### config.mk
export PLATFORM = sky130hd
export DESIGN_NAME = multicycle_sequencer_flat
export DESIGN_NICKNAME = d
export VERILOG_FILES = /design/src/rtl/multicycle_sequencer_if.sv /design/src/rtl/multicycle_sequencer.sv /design/src/flat_wrapper.sv
export SDC_FILE = /design/constraint.sdc
export NUM_CORES = 1
export LEC_CHECK = 0
export ABC_AREA = 1
export CAP_MARGIN = 20
export CORE_MARGIN = 4
export CORE_UTILIZATION = 56
export CTS_BUF_LIST = sky130_fd_sc_hd__clkbuf_4
export DETAILED_ROUTE_END_ITERATION = 8
export PLACE_DENSITY = 0.87
export REMOVE_ABC_BUFFERS = 1
export SLEW_MARGIN = 5
export SYNTH_ARGS = -nofsm -noshare
export SYNTH_HDL_FRONTEND = slang
export SYNTH_SLANG_ARGS = --single-unit
### constraint.sdc
create_clock -name clk -period 2.17 [get_ports clk]
set_clock_uncertainty 0.05 [all_clocks]
set_input_delay 0.434 -clock clk [delete_from_list [all_inputs] [get_ports clk]]
set_output_delay 0.434 -clock clk [all_outputs]
set_load 0.01 [all_outputs]
### src/rtl/multicycle_sequencer_if.sv
// Memory handshake bundle between the multi-cycle sequencer and the
// instruction/data memories.
interface multicycle_sequencer_if;
  logic imem_req;
  logic imem_ready;
  logic dmem_req;
  logic dmem_we;
  logic dmem_ready;

  modport master (
    output imem_req,
    output dmem_req,
    output dmem_we,
    input  imem_ready,
    input  dmem_ready
  );

  modport slave (
    input  imem_req,
    input  dmem_req,
    input  dmem_we,
    output imem_ready,
    output dmem_ready
  );
endinterface

### src/rtl/multicycle_sequencer.sv
// Multi-cycle SimpleRisc control FSM: steps FETCH/DECODE/EXEC/MEM/WB, drives
// datapath strobes, traps memory timeouts and counts retired instructions.
module multicycle_sequencer #(
  parameter int unsigned TIMEOUT = 64,
  parameter int unsigned CNT_W   = 16
) (
  input  logic                   clk,
  input  logic                   rst_n,
  input  logic                   i_run,
  input  logic                   i_is_ld,
  input  logic                   i_is_st,
  input  logic                   i_is_wb,
  input  logic                   i_is_beq,
  input  logic                   i_is_bgt,
  input  logic                   i_is_ubranch,
  input  logic                   i_is_call,
  input  logic                   i_is_ret,
  input  logic                   i_flag_eq,
  input  logic                   i_flag_gt,
  multicycle_sequencer_if.master mem_if,
  output logic                   o_ir_we,
  output logic                   o_alu_en,
  output logic                   o_rf_we,
  output logic [1:0]             o_wb_sel,
  output logic                   o_pc_we,
  output logic [1:0]             o_pc_sel,
  output logic                   o_busy,
  output logic                   o_err,
  output logic [CNT_W-1:0]       o_retired_cnt
);

  localparam int unsigned        WAIT_W    = $clog2(TIMEOUT + 1);
  localparam logic [WAIT_W-1:0]  WAIT_LAST = WAIT_W'(TIMEOUT - 1);
  localparam logic [1:0]         WB_ALU    = 2'd0;
  localparam logic [1:0]         WB_MEM    = 2'd1;
  localparam logic [1:0]         WB_PC4    = 2'd2;
  localparam logic [1:0]         PC_SEQ    = 2'd0;
  localparam logic [1:0]         PC_BR     = 2'd1;
  localparam logic [1:0]         PC_RET    = 2'd2;

  typedef enum logic [2:0] {
    S_IDLE, S_FETCH, S_DECODE, S_EXEC, S_MEM, S_WB, S_ERR
  } state_e;

  typedef struct packed {
    logic ld;
    logic st;
    logic wb;
    logic beq;
    logic bgt;
    logic ubr;
    logic call;
    logic ret;
  } ctl_t;

  state_e             r_state, w_state_nxt;
  logic [WAIT_W-1:0]  r_wait, w_wait_nxt;
  ctl_t               r_ctl, w_ctl_nxt, w_ctl_in;
  logic [CNT_W-1:0]   r_retired_cnt;
  logic               r_err;
  logic               w_taken;

  assign w_ctl_in = '{ld: i_is_ld, st: i_is_st, wb: i_is_wb, beq: i_is_beq,
                      bgt: i_is_bgt, ubr: i_is_ubranch, call: i_is_call,
                      ret: i_is_ret};

  // Unconditional branch only counts when no conditional branch is decoded.
  assign w_taken = r_ctl.call | r_ctl.ret | (r_ctl.beq & i_flag_eq) |
                   (r_ctl.bgt & i_flag_gt) |
                   (r_ctl.ubr & ~r_ctl.beq & ~r_ctl.bgt);

  always_comb begin
    w_state_nxt     = r_state;
    w_wait_nxt      = '0;
    w_ctl_nxt       = r_ctl;
    o_ir_we         = 1'b0;
    o_alu_en        = 1'b0;
    o_rf_we         = 1'b0;
    o_wb_sel        = WB_ALU;
    o_pc_we         = 1'b0;
    o_pc_sel        = PC_SEQ;
    mem_if.imem_req = 1'b0;
    mem_if.dmem_req = 1'b0;
    mem_if.dmem_we  = 1'b0;
    case (r_state)
      S_IDLE: begin
        if (i_run) w_state_nxt = S_FETCH;
      end
      S_FETCH: begin
        mem_if.imem_req = 1'b1;
        if (mem_if.imem_ready) begin
          o_ir_we     = 1'b1;
          w_state_nxt = S_DECODE;
        end else if (r_wait == WAIT_LAST) begin
          w_state_nxt = S_ERR;
        end else begin
          w_wait_nxt = r_wait + WAIT_W'(1);
        end
      end
      S_DECODE: begin
        w_ctl_nxt   = w_ctl_in;
        w_state_nxt = S_EXEC;
      end
      S_EXEC: begin
        o_alu_en = 1'b1;
        if (r_ctl.ld | r_ctl.st) begin
          w_state_nxt = S_MEM;
        end else if (r_ctl.call) begin
          o_rf_we  = 1'b1;
          o_wb_sel = WB_PC4;
          o_pc_we  = 1'b1;
          o_pc_sel = PC_BR;
        end else if (r_ctl.ret) begin
          o_pc_we  = 1'b1;
          o_pc_sel = PC_RET;
        end else if (r_ctl.beq | r_ctl.bgt | r_ctl.ubr) begin
          o_pc_we  = 1'b1;
          o_pc_sel = w_taken ? PC_BR : PC_SEQ;
        end else if (r_ctl.wb) begin
          w_state_nxt = S_WB;
        end else begin
          o_pc_we = 1'b1;
        end
      end
      S_MEM: begin
        mem_if.dmem_req = 1'b1;
        mem_if.dmem_we  = r_ctl.st;
        if (mem_if.dmem_ready) begin
          if (r_ctl.ld) w_state_nxt = S_WB;
          else          o_pc_we     = 1'b1;
        end else if (r_wait == WAIT_LAST) begin
          w_state_nxt = S_ERR;
        end else begin
          w_wait_nxt = r_wait + WAIT_W'(1);
        end
      end
      S_WB: begin
        o_rf_we  = 1'b1;
        o_wb_sel = r_ctl.ld ? WB_MEM : WB_ALU;
        o_pc_we  = 1'b1;
      end
      S_ERR: begin
      end
      default: w_state_nxt = S_IDLE;
    endcase
    // A PC update retires the instruction; run is only honoured here.
    if (o_pc_we) begin
      w_state_nxt = i_run ? S_FETCH : S_IDLE;
      w_ctl_nxt   = '0;
    end
  end

  always_ff @(posedge clk or negedge rst_n) begin
    if (!rst_n) begin
      r_state       <= S_IDLE;
      r_wait        <= '0;
      r_ctl         <= '0;
      r_retired_cnt <= '0;
      r_err         <= 1'b0;
    end else begin
      r_state <= w_state_nxt;
      r_wait  <= w_wait_nxt;
      r_ctl   <= w_ctl_nxt;
      r_err   <= r_err | (w_state_nxt == S_ERR);
      if (o_pc_we) r_retired_cnt <= r_retired_cnt + CNT_W'(1);
    end
  end

  assign o_busy        = (r_state != S_IDLE) && (r_state != S_ERR);
  assign o_err         = r_err;
  assign o_retired_cnt = r_retired_cnt;

endmodule
### src/flat_wrapper.sv
// flat-port wrapper written by rule: the top's interface ports become plain ports
module multicycle_sequencer_flat 
#(
  parameter int unsigned TIMEOUT = 64,
  parameter int unsigned CNT_W   = 16
)
  (clk, rst_n, i_run, i_is_ld, i_is_st, i_is_wb, i_is_beq, i_is_bgt, i_is_ubranch, i_is_call, i_is_ret, i_flag_eq, i_flag_gt, o_ir_we, o_alu_en, o_rf_we, o_wb_sel, o_pc_we, o_pc_sel, o_busy, o_err, o_retired_cnt, mem_if_imem_req, mem_if_dmem_req, mem_if_dmem_we, mem_if_imem_ready, mem_if_dmem_ready);
  multicycle_sequencer_if mem_if_i ();
  input  logic clk;
  input  logic rst_n;
  input  logic i_run;
  input  logic i_is_ld;
  input  logic i_is_st;
  input  logic i_is_wb;
  input  logic i_is_beq;
  input  logic i_is_bgt;
  input  logic i_is_ubranch;
  input  logic i_is_call;
  input  logic i_is_ret;
  input  logic i_flag_eq;
  input  logic i_flag_gt;
  output logic o_ir_we;
  output logic o_alu_en;
  output logic o_rf_we;
  output logic [1:0] o_wb_sel;
  output logic o_pc_we;
  output logic [1:0] o_pc_sel;
  output logic o_busy;
  output logic o_err;
  output logic [CNT_W-1:0] o_retired_cnt;
  output wire logic [$bits(mem_if_i.imem_req)-1:0] mem_if_imem_req;
  output wire logic [$bits(mem_if_i.dmem_req)-1:0] mem_if_dmem_req;
  output wire logic [$bits(mem_if_i.dmem_we)-1:0] mem_if_dmem_we;
  input wire logic [$bits(mem_if_i.imem_ready)-1:0] mem_if_imem_ready;
  input wire logic [$bits(mem_if_i.dmem_ready)-1:0] mem_if_dmem_ready;
  assign mem_if_imem_req = mem_if_i.imem_req;
  assign mem_if_dmem_req = mem_if_i.dmem_req;
  assign mem_if_dmem_we = mem_if_i.dmem_we;
  assign mem_if_i.imem_ready = mem_if_imem_ready;
  assign mem_if_i.dmem_ready = mem_if_dmem_ready;
  multicycle_sequencer #(.TIMEOUT(TIMEOUT), .CNT_W(CNT_W)) u_core (.clk(clk), .rst_n(rst_n), .i_run(i_run), .i_is_ld(i_is_ld), .i_is_st(i_is_st), .i_is_wb(i_is_wb), .i_is_beq(i_is_beq), .i_is_bgt(i_is_bgt), .i_is_ubranch(i_is_ubranch), .i_is_call(i_is_call), .i_is_ret(i_is_ret), .i_flag_eq(i_flag_eq), .i_flag_gt(i_flag_gt), .mem_if(mem_if_i), .o_ir_we(o_ir_we), .o_alu_en(o_alu_en), .o_rf_we(o_rf_we), .o_wb_sel(o_wb_sel), .o_pc_we(o_pc_we), .o_pc_sel(o_pc_sel), .o_busy(o_busy), .o_err(o_err), .o_retired_cnt(o_retired_cnt));
endmodule
# Word-level counts from Yosys, hierarchy flattened
# Index checks and enable logic that the tools add are counted.
dict set report totals {
  reg_bits 35
  in_bits 15
  out_inout_bits 29
  word_cells 88
}
dict set report op_classes {
  addsub 2
  eq_ne 9
  n_mux 46
  n_bitwise 14
  reduce_logical 5
}
# operator count
set op_table {}
lappend op_table {{3-bit two-way mux} 11}
lappend op_table {{7-bit two-way mux} 3}
lappend op_table {{1-bit two-way mux} 18}
lappend op_table {{3-bit one-hot mux with 6 select lines} 1}
lappend op_table {{16-bit by 1-bit adder with 16-bit output (second input constant)} 1}
lappend op_table {{8-bit two-way mux} 2}
lappend op_table {{2-bit two-way mux} 7}
lappend op_table {{7-bit one-hot mux with 2 select lines} 1}
lappend op_table {{3-bit == test (second input constant)} 4}
lappend op_table {{1-bit OR} 8}
lappend op_table {{7-bit by 1-bit adder with 7-bit output (second input constant)} 1}
lappend op_table {{7-bit by 6-bit == test with 1-bit output (second input constant)} 1}
lappend op_table {{3-bit by 2-bit == test with 1-bit output (second input constant)} 2}
lappend op_table {{1-bit bitwise AND} 4}
lappend op_table {{2-bit one-hot mux with 2 select lines} 1}
lappend op_table {{3-bit by 1-bit == test with 1-bit output (second input constant)} 1}
lappend op_table {{3-bit logical NOT} 1}
lappend op_table {{3-bit != test (second input constant)} 1}
lappend op_table {{1-bit one-hot mux with 3 select lines} 1}
lappend op_table {{3-bit nonzero test} 1}
lappend op_table {{1-bit NOT} 2}
lappend op_table {{1-bit one-hot mux with 2 select lines} 1}
lappend op_table {{2-bit nonzero test} 1}
lappend op_table {{2-bit OR reduction} 1}
lappend op_table {{1-bit logical AND} 1}

# Longest topological paths before layout
# Gate-level depths: netlist (run 1).
dict set report depth {
  depth_word 10
  mapped_depth 9
  ltp_nobuf 9
}

# Least setup slack after synthesis (run 1)
# Ideal clock, no wire load.
dict set report synth_timing {
  path_type {flip-flop to output port}
  startpoint {register u_core.r_state[1]}
  endpoint {output o_pc_we}
  t_arrival_ns 1.111
  required_time_ns 1.686
  slack_ns 0.575
  path_stages_with_launch 7
  path_buffers 1
  cell_sequence {dfrtp_1 > inv_1 > nand3_2 > inv_2 > nand3_1 > nand3_4 > buf_6}
}
dict set report synth_between {
  elab_chain_len 2
  elab_cells_between_ends 4
  classes_between {eq/ne (3); mux (1)}
}
# element line
set synth_lines {}
lappend synth_lines {{start, declared} multicycle_sequencer.sv:56} ;# state_e r_state, w_state_nxt;
lappend synth_lines {{start signal, assigned} multicycle_sequencer.sv:161} ;# r_state <= w_state_nxt;
lappend synth_lines {{3-bit == test or 3-bit by 2-bit == test with 1-bit output (tied branches)} multicycle_sequencer.sv:85} ;# case (r_state)
lappend synth_lines {{1-bit one-hot mux with 3 select lines *} multicycle_sequencer.sv:85}
lappend synth_lines {{end, declared} flat_wrapper.sv:26} ;# output logic o_pc_we;
# Every way passes the cells marked *; elsewhere a longest branch is shown, timed or not.

# Final worst setup path (run 1)
dict set report layout_timing {
  startpoint {register u_core.r_ctl[1] (netlist name)}
  endpoint {output o_pc_we}
}
dict set report layout_between {
  elab_chain_len 3
}
# element line
set layout_lines {}
lappend layout_lines {{start, declared} multicycle_sequencer.sv:58} ;# ctl_t r_ctl, w_ctl_nxt, w_ctl_in;
lappend layout_lines {{start signal, assigned} multicycle_sequencer.sv:163} ;# r_ctl <= w_ctl_nxt;
lappend layout_lines {{1-bit two-way mux} multicycle_sequencer.sv:108} ;# end else if (r_ctl.call) begin
lappend layout_lines {{1-bit two-way mux} multicycle_sequencer.sv:106} ;# if (r_ctl.ld | r_ctl.st) begin
lappend layout_lines {{1-bit one-hot mux with 3 select lines} multicycle_sequencer.sv:85}
# No other way between the ends.

==> results of run 1 <==
[per-layer routing]
metal	wire length [um]	track usage (%)	share of wire, %	vias to the layer above
met5	0	0	0	-
met4	85	7.94	1.9	0
met3	264	3.94	5.9	10
met2	2100	34.5	47	50
met1	1990	26.8	45	846
li1	-	-	-	980
[path summary, 6_finish.rpt]
check	start	to	slack, ns	cells past startpoint
setup / recovery	u_core.r_ctl[1]	o_pc_we	0.07	7
min in group asynchronous	rst_n	u_core.o_retired_cnt[3]	0.43	2
max in group asynchronous	rst_n	u_core.o_retired_cnt[4]	1.33	2
hold / removal	u_core.r_wait[0]	u_core.r_wait[0]	0.42	1
hold reg to reg	u_core.r_wait[0]	u_core.r_wait[0]	0.42	1
setup reg to reg	u_core.r_state[0]	u_core.o_retired_cnt[6]	0.37	8
[Yosys cell counts, types with 2 or more instances]
cell type / count
a21oi_1: 12
buf_6: 3
dfrtp_1: 35
ha_1: 2
inv_1: 34
inv_2: 4
nand2_1: 92
nand3_1: 18
nand4_1: 5
nor2_1: 28
nor3_1: 9
o21ai_0: 5
o21ai_1: 9
xnor2_1: 3
xor2_1: 9
[power groups by stage]
stage / combinational, W / sequential, W / clock (W)
after floorplan: 0.000664 / 0.000940 / 0
after global placement: 0.00108 / 0.000943 / 0
after detailed placement: 0.00110 / 0.000946 / 0
after CTS: 0.00110 / 0.000937 / 0.000475
after global routing: 0.00124 / 0.000964 / 0.000503
final: 0.00111 / 0.000942 / 0.000460
[cells by family (layout without fill, tap and decap cells)]
group | count (synthesis) | count (layout) | synth area share, %
fa+ha+maj | 2 | 2 | 1.24
flops | 35 | 35 | 43.5
buf+inv | 41 | 95 | 8.76
compound gates | 28 | 28 | 7.46
simple gates | 158 | 158 | 33.8
xor+xnor | 12 | 12 | 5.22
[state kept, by name, indices dropped and copies added (netlist names)]
register              count
u_core.o_err              1
u_core.r_ctl              8
u_core.r_state            3
u_core.r_wait             7
u_core.o_retired_cnt     16
[area by class of cell]
type | count | area, um2
timing repair buffer | 49 | 458
tap | 46 | 57.6
inverter | 38 | 143
clock inverter | 3 | 38.8
clock buffer | 5 | 37.5
multi-input combinational | 200 | 981
fill | 267 | 825
sequential | 35 | 876
[through the flow]
step                TNS [ns]  power [W]  cell area, um2
finish                     0    0.00251            2590
global route         -0.0543    0.00271            2590
CTS                        0    0.00251            2580
detailed placement   -0.0771    0.00205            2490
global placement     -0.0695    0.00202            2490
floorplan                  0    0.00160            1980
[worst reg2reg max path, cell delays in order, from the launching register on]
cell     delay, ns
dfrtp_1       0.49
inv_2         0.08
nor3_1        0.17
inv_1         0.13
nand3_4       0.11
buf_4         0.33
inv_2         0.18
nand2_1       0.09
o21ai_1       0.06
[what timing repair did]
action                                  4_1_cts  5_1_grt
endpoints found under the setup margin        9        9
hold buffers                                  0        0
buffers inserted                              2        1
resized for setup                            10       15
==> flow_metrics.py, run 1 <==
metrics = {
    "status": {
        "status": "complete, no violations",
    },
    "finish": {
        "layout.nets": 346,
        "drive_above_1_share_pct": 10.0,
        "layout_common_cells": "nand2_1, dfrtp_1, inv_1, clkdlybuf4s50_1, nor2_1",
        "final_common_cell": "nand2_1",
        "stdcell_count": 376,
        "syn_to_final_growth_pct": 28.7,
        "antenna_cells": 0,
        "final_util_pct": 75.9,
    },
    "timing": {
        "hold_viol": 0,
        "fin_crit_sh_pct": 96.6,
        "period_needed_ns": 2.10,
        "setup_violations": 0,
        "finalMaxSlewViolations": 0,
        "worst_pin_slew_ns": 0.476,
        "holdWs_ns": 0.417,
        "fmax_mhz": 477,
        "setup_slack_ns": 0.0749,
        "slew_headroom_pct": 68.0,
        "rsz0062_at_grt": "yes",
    },
    "clock_tree": {
        "cts_tree": "done",
        "cts_buffers": 5,
        "clockBufferDepth": 2,
        "clk_latency_ns": 0.35,
        "clock_sinks": 35,
        "cts_root_buf": "clkbuf_4",
        "htreeDepth": 2,
        "clk_pin_slew_ns": 0.11,
    },
    "setup_path": {
        "worstPathCellList": "inv_1 -> nand2_1 -> nor2_1 -> nand2_1 -> nand2_1 -> nand3_4 -> dlygate4sd2_1",
        "crit_path_top_delay_cell": "dfrtp_1",
        "cp_max_fo": 4,
        "cp-start-kind": "flop",
        "worst_ep_required_time_ns": 1.69,
        "path_common_cell": "nand2_1",
        "crit_type": "reg -> out",
        "crit_buf_inv": 2,
        "cp_data_arrival_time_ns": 1.61,
        "slowest_delay_ns": 0.40,
        "end_kind": "output pin",
        "critical-path-top-delay-family": "simple AND/OR/NAND/NOR gates",
    },
    "pwr": {
        "p_comb_share_pct": 44.2,
        "p_per_area_mw_per_mm2": 970,
        "switching_share_pct": 41.4,
        "power.internal_w": 0.00147,
        "p_sw_w": 0.00104,
        "ir_drop_mv": 0.607,
        "pwr-share-seq_pct": 37.5,
        "p_clk_share_pct": 18.3,
        "leakage_nw": 1.25,
    },
    "route": {
        "post-route-drc-count": 0,
        "drtIter0Drc": 157,
        "ant_nets": 0,
        "dr.pass1.iters": 4,
        "routedWlPerCell_um": 11.8,
        "wl_um": 4440,
        "dr_total_vias": 1886,
        "vias_per_cell": 5.02,
    },
    "yosys": {
        "synth_area_leaders": "dfrtp_1, nand2_1, inv_1, nor2_1, nand3_1",
        "syn_avg_cell_area_um2": 7.29,
        "yosysTopAreaCell": "dfrtp_1",
        "yosysSeqAreaShare_pct": 43.5,
        "ys_warn_count": 0,
        "syn_area_mm2": 0.00201,
        "yosysTopAreaCellShare_pct": 43.5,
        "synthArstFlopShare_pct": 100,
        "synth-edff-count": 0,
        "syn_inst": 276,
        "ys_ff_latch": 35,
        "ys_types": 23,
        "synth_flop_cell": "dfrtp_1",
    },
    "floorplan": {
        "die_w_um": 68.0,
        "die_h_um": 68.0,
        "ios": 44,
        "num_rows": 21,
        "initial_core_util_pct": 58.9,
        "die_area_mm2": 0.00462,
        "core_area_mm2": 0.00342,
    },
    "place": {
        "dpl.hpwl_um": 3210,
        "pre_cts_slack_ns": -0.0409,
        "routabilityCongestion": 0.878,
        "dp.cells": 365,
        "io_buffers": 43,
    },
    "global_routing": {
        "overflow": 0,
        "grt_pass1_wl_um": 7270,
        "grt_max_degree": 36,
        "antenna_found_initial": 0,
        "grt_usage_pct": 20.8,
        "grt_pass1_vias": 1724,
    },
    "flow_run": {
        "maxCapViolCount": 0,
    },
    "worst_hold_path": {
        "hold_class": "reg -> reg",
    },
}
Power figures use the tool's default switching activity.
==> inputs of run 2 (changes only) <==
--- a/config.mk
+++ b/config.mk
@@ -12,6 +12,7 @@
 export CTS_BUF_LIST = sky130_fd_sc_hd__clkbuf_4
 export DETAILED_ROUTE_END_ITERATION = 8
 export PLACE_DENSITY = 0.87
+export RECOVER_POWER = 50
 export REMOVE_ABC_BUFFERS = 1
 export SLEW_MARGIN = 5
 export SYNTH_ARGS = -nofsm -noshare
==> flow_metrics.py, run 2 (synthesized netlist as in run 1, its figures left out) <==
metrics = {
    "flow_run": {
        "maxCapViolCount": 0,
    },
    "global_routing": {
        "grt_usage_pct": 20.8,
        "grt_pass1_vias": 1724,
        "overflow": 0,
        "grt_max_degree": 36,
        "grt_pass1_wl_um": 7270,
        "antenna_found_initial": 0,
    },
    "setup_path": {
        "worst_ep_required_time_ns": 1.69,
        "worstPathCellList": "inv_2 -> nand3_1 -> inv_1 -> clkdlybuf4s50_1",
        "critical-path-top-delay-family": "buffers and inverters",
        "crit_type": "reg -> out",
        "r2r_end": "u_core.o_retired_cnt[6]",
        "critPathLaunch": "u_core.r_state[1]",
        "cp-start-kind": "flop",
        "reg2reg_from": "u_core.r_state[2]",
        "cp_max_fo": 5,
        "reg2regPathDepth": 9,
        "crit_buf_inv": 3,
        "cp_data_arrival_time_ns": 1.63,
        "r2r_slack_ns": 0.37,
        "end_kind": "output pin",
        "crit_path_top_delay_cell": "clkdlybuf4s50_1",
        "slowest_delay_ns": 0.52,
    },
    "finish": {
        "design_area_mm2": 0.00258,
        "syn_to_final_growth_pct": 28.1,
        "final_common_cell": "nand2_1",
        "multi_input_area_um2": 971,
        "seq_area_um2": 876,
        "largest_register_ffs": 16,
        "antenna_cells": 0,
        "final_util_pct": 75.5,
        "layout.nets": 346,
        "layout_common_cells": "nand2_1, dfrtp_1, inv_1, clkdlybuf4s50_1, nor2_1",
        "fillers": 270,
        "drive_above_1_share_pct": 9.39,
    },
    "floorplan": {
        "num_rows": 21,
        "initial_core_util_pct": 58.9,
        "die_h_um": 68.0,
        "die_area_mm2": 0.00462,
        "core_area_mm2": 0.00342,
        "ios": 44,
        "die_w_um": 68.0,
    },
    "place": {
        "dpl.hpwl_um": 3210,
        "routabilityCongestion": 0.878,
        "io_buffers": 43,
        "dpl_cell_area_mm2": 0.00249,
    },
    "timing": {
        "slew_headroom_pct": 44.3,
        "worst_pin_slew_ns": 0.836,
        "fin_crit_sh_pct": 97.3,
        "rsz0062_at_grt": "yes",
        "period_needed_ns": 2.11,
        "finalMaxSlewViolations": 0,
        "tns_ns": 0,
        "hold_viol": 0,
        "setup_violations": 0,
        "fmax_mhz": 473,
    },
    "worst_hold_path": {
        "hold_class": "reg -> reg",
        "whs_path_depth": 1,
        "hold_end": "u_core.r_wait[0]",
        "worstHoldStart": "u_core.r_wait[0]",
    },
    "clock_tree": {
        "htreeDepth": 2,
        "cts_hold_buf": 0,
        "cts_buffers": 5,
        "cts_root_buf": "clkbuf_4",
        "clock_sinks": 35,
        "cts_tree": "done",
        "clockBufferDepth": 2,
        "clk_latency_ns": 0.35,
        "clk_pin_slew_ns": 0.11,
    },
    "pwr": {
        "ir_drop_mv": 0.608,
        "leakage_nw": 1.25,
        "p_per_area_mw_per_mm2": 971,
    },
    "route": {
        "dr.pass1.iters": 4,
        "vias_per_cell": 5.03,
        "post-route-drc-count": 0,
        "routedWlPerCell_um": 11.8,
        "wl_um": 4450,
        "ant_nets": 0,
        "dr_total_vias": 1891,
        "drtIter0Drc": 189,
    },
    "status": {
        "status": "complete, no violations",
    },
}
==> run 2: timing repair <==
item	in CTS	in global routing
setup buffers	2	1
hold endpoints to repair	0	0
cloned	0	0
gates resized for setup	10	15
endpoints found under the setup margin	9	9
==> run 2: metal layers <==
layer / track usage, % / vias to the layer above / share of wire (%)
met2: 34.5 / 51 / 47
li1: - / 977 / -
met4: 7.94 / 0 / 1.9
met3: 3.94 / 10 / 6.0
met1: 26.8 / 853 / 45
met5: 0 / - / 0
==> run 2: worst max path at each step <==
stage	end	slack (ns)	depth (start not counted)
2_1_floorplan	o_pc_we	0.58	5
3_3_place_gp	o_pc_we	-0.05	4
3_5_place_dp	o_pc_we	-0.04	4
4_1_cts	mem_if_dmem_we	0.0007	4
5_1_grt	o_pc_we	-0.03	7
6_report	mem_if_imem_req	0.06	4
==> run 2: through the flow <==
step / power, W / hold WS [ns] / cells / worst slack [ns]
6_report: 0.00250 / 0.417 / 376 / 0.0578
5_1_grt: 0.00270 / 0.452 / 376 / -0.0297
4_1_cts: 0.00251 / 0.417 / 375 / 0.000716
3_5_place_dp: 0.00205 / 0.405 / 365 / -0.0409
3_3_place_gp: 0.00202 / 0.396 / 365 / -0.0457
2_1_floorplan: 0.00160 / 0.0884 / 273 / 0.582
==> run 2: layout make-up <==
class | instances | area share [%]
inverter | 38 | 5.53
multi-input combinational | 200 | 37.7
clock inverter | 3 | 1.50
clock buffer | 5 | 1.46
sequential | 35 | 34.0
tap | 46 | 2.23
timing repair buffer | 49 | 17.7
==> run 2: report_power, final <==
| group | switching, W | internal, W |
|---|---|---|
| logic | 0.000663 | 0.000441 |
| clock network | 0.000223 | 0.000237 |
| registers | 0.000149 | 0.000791 |
| total | 0.00104 | 0.00147 |
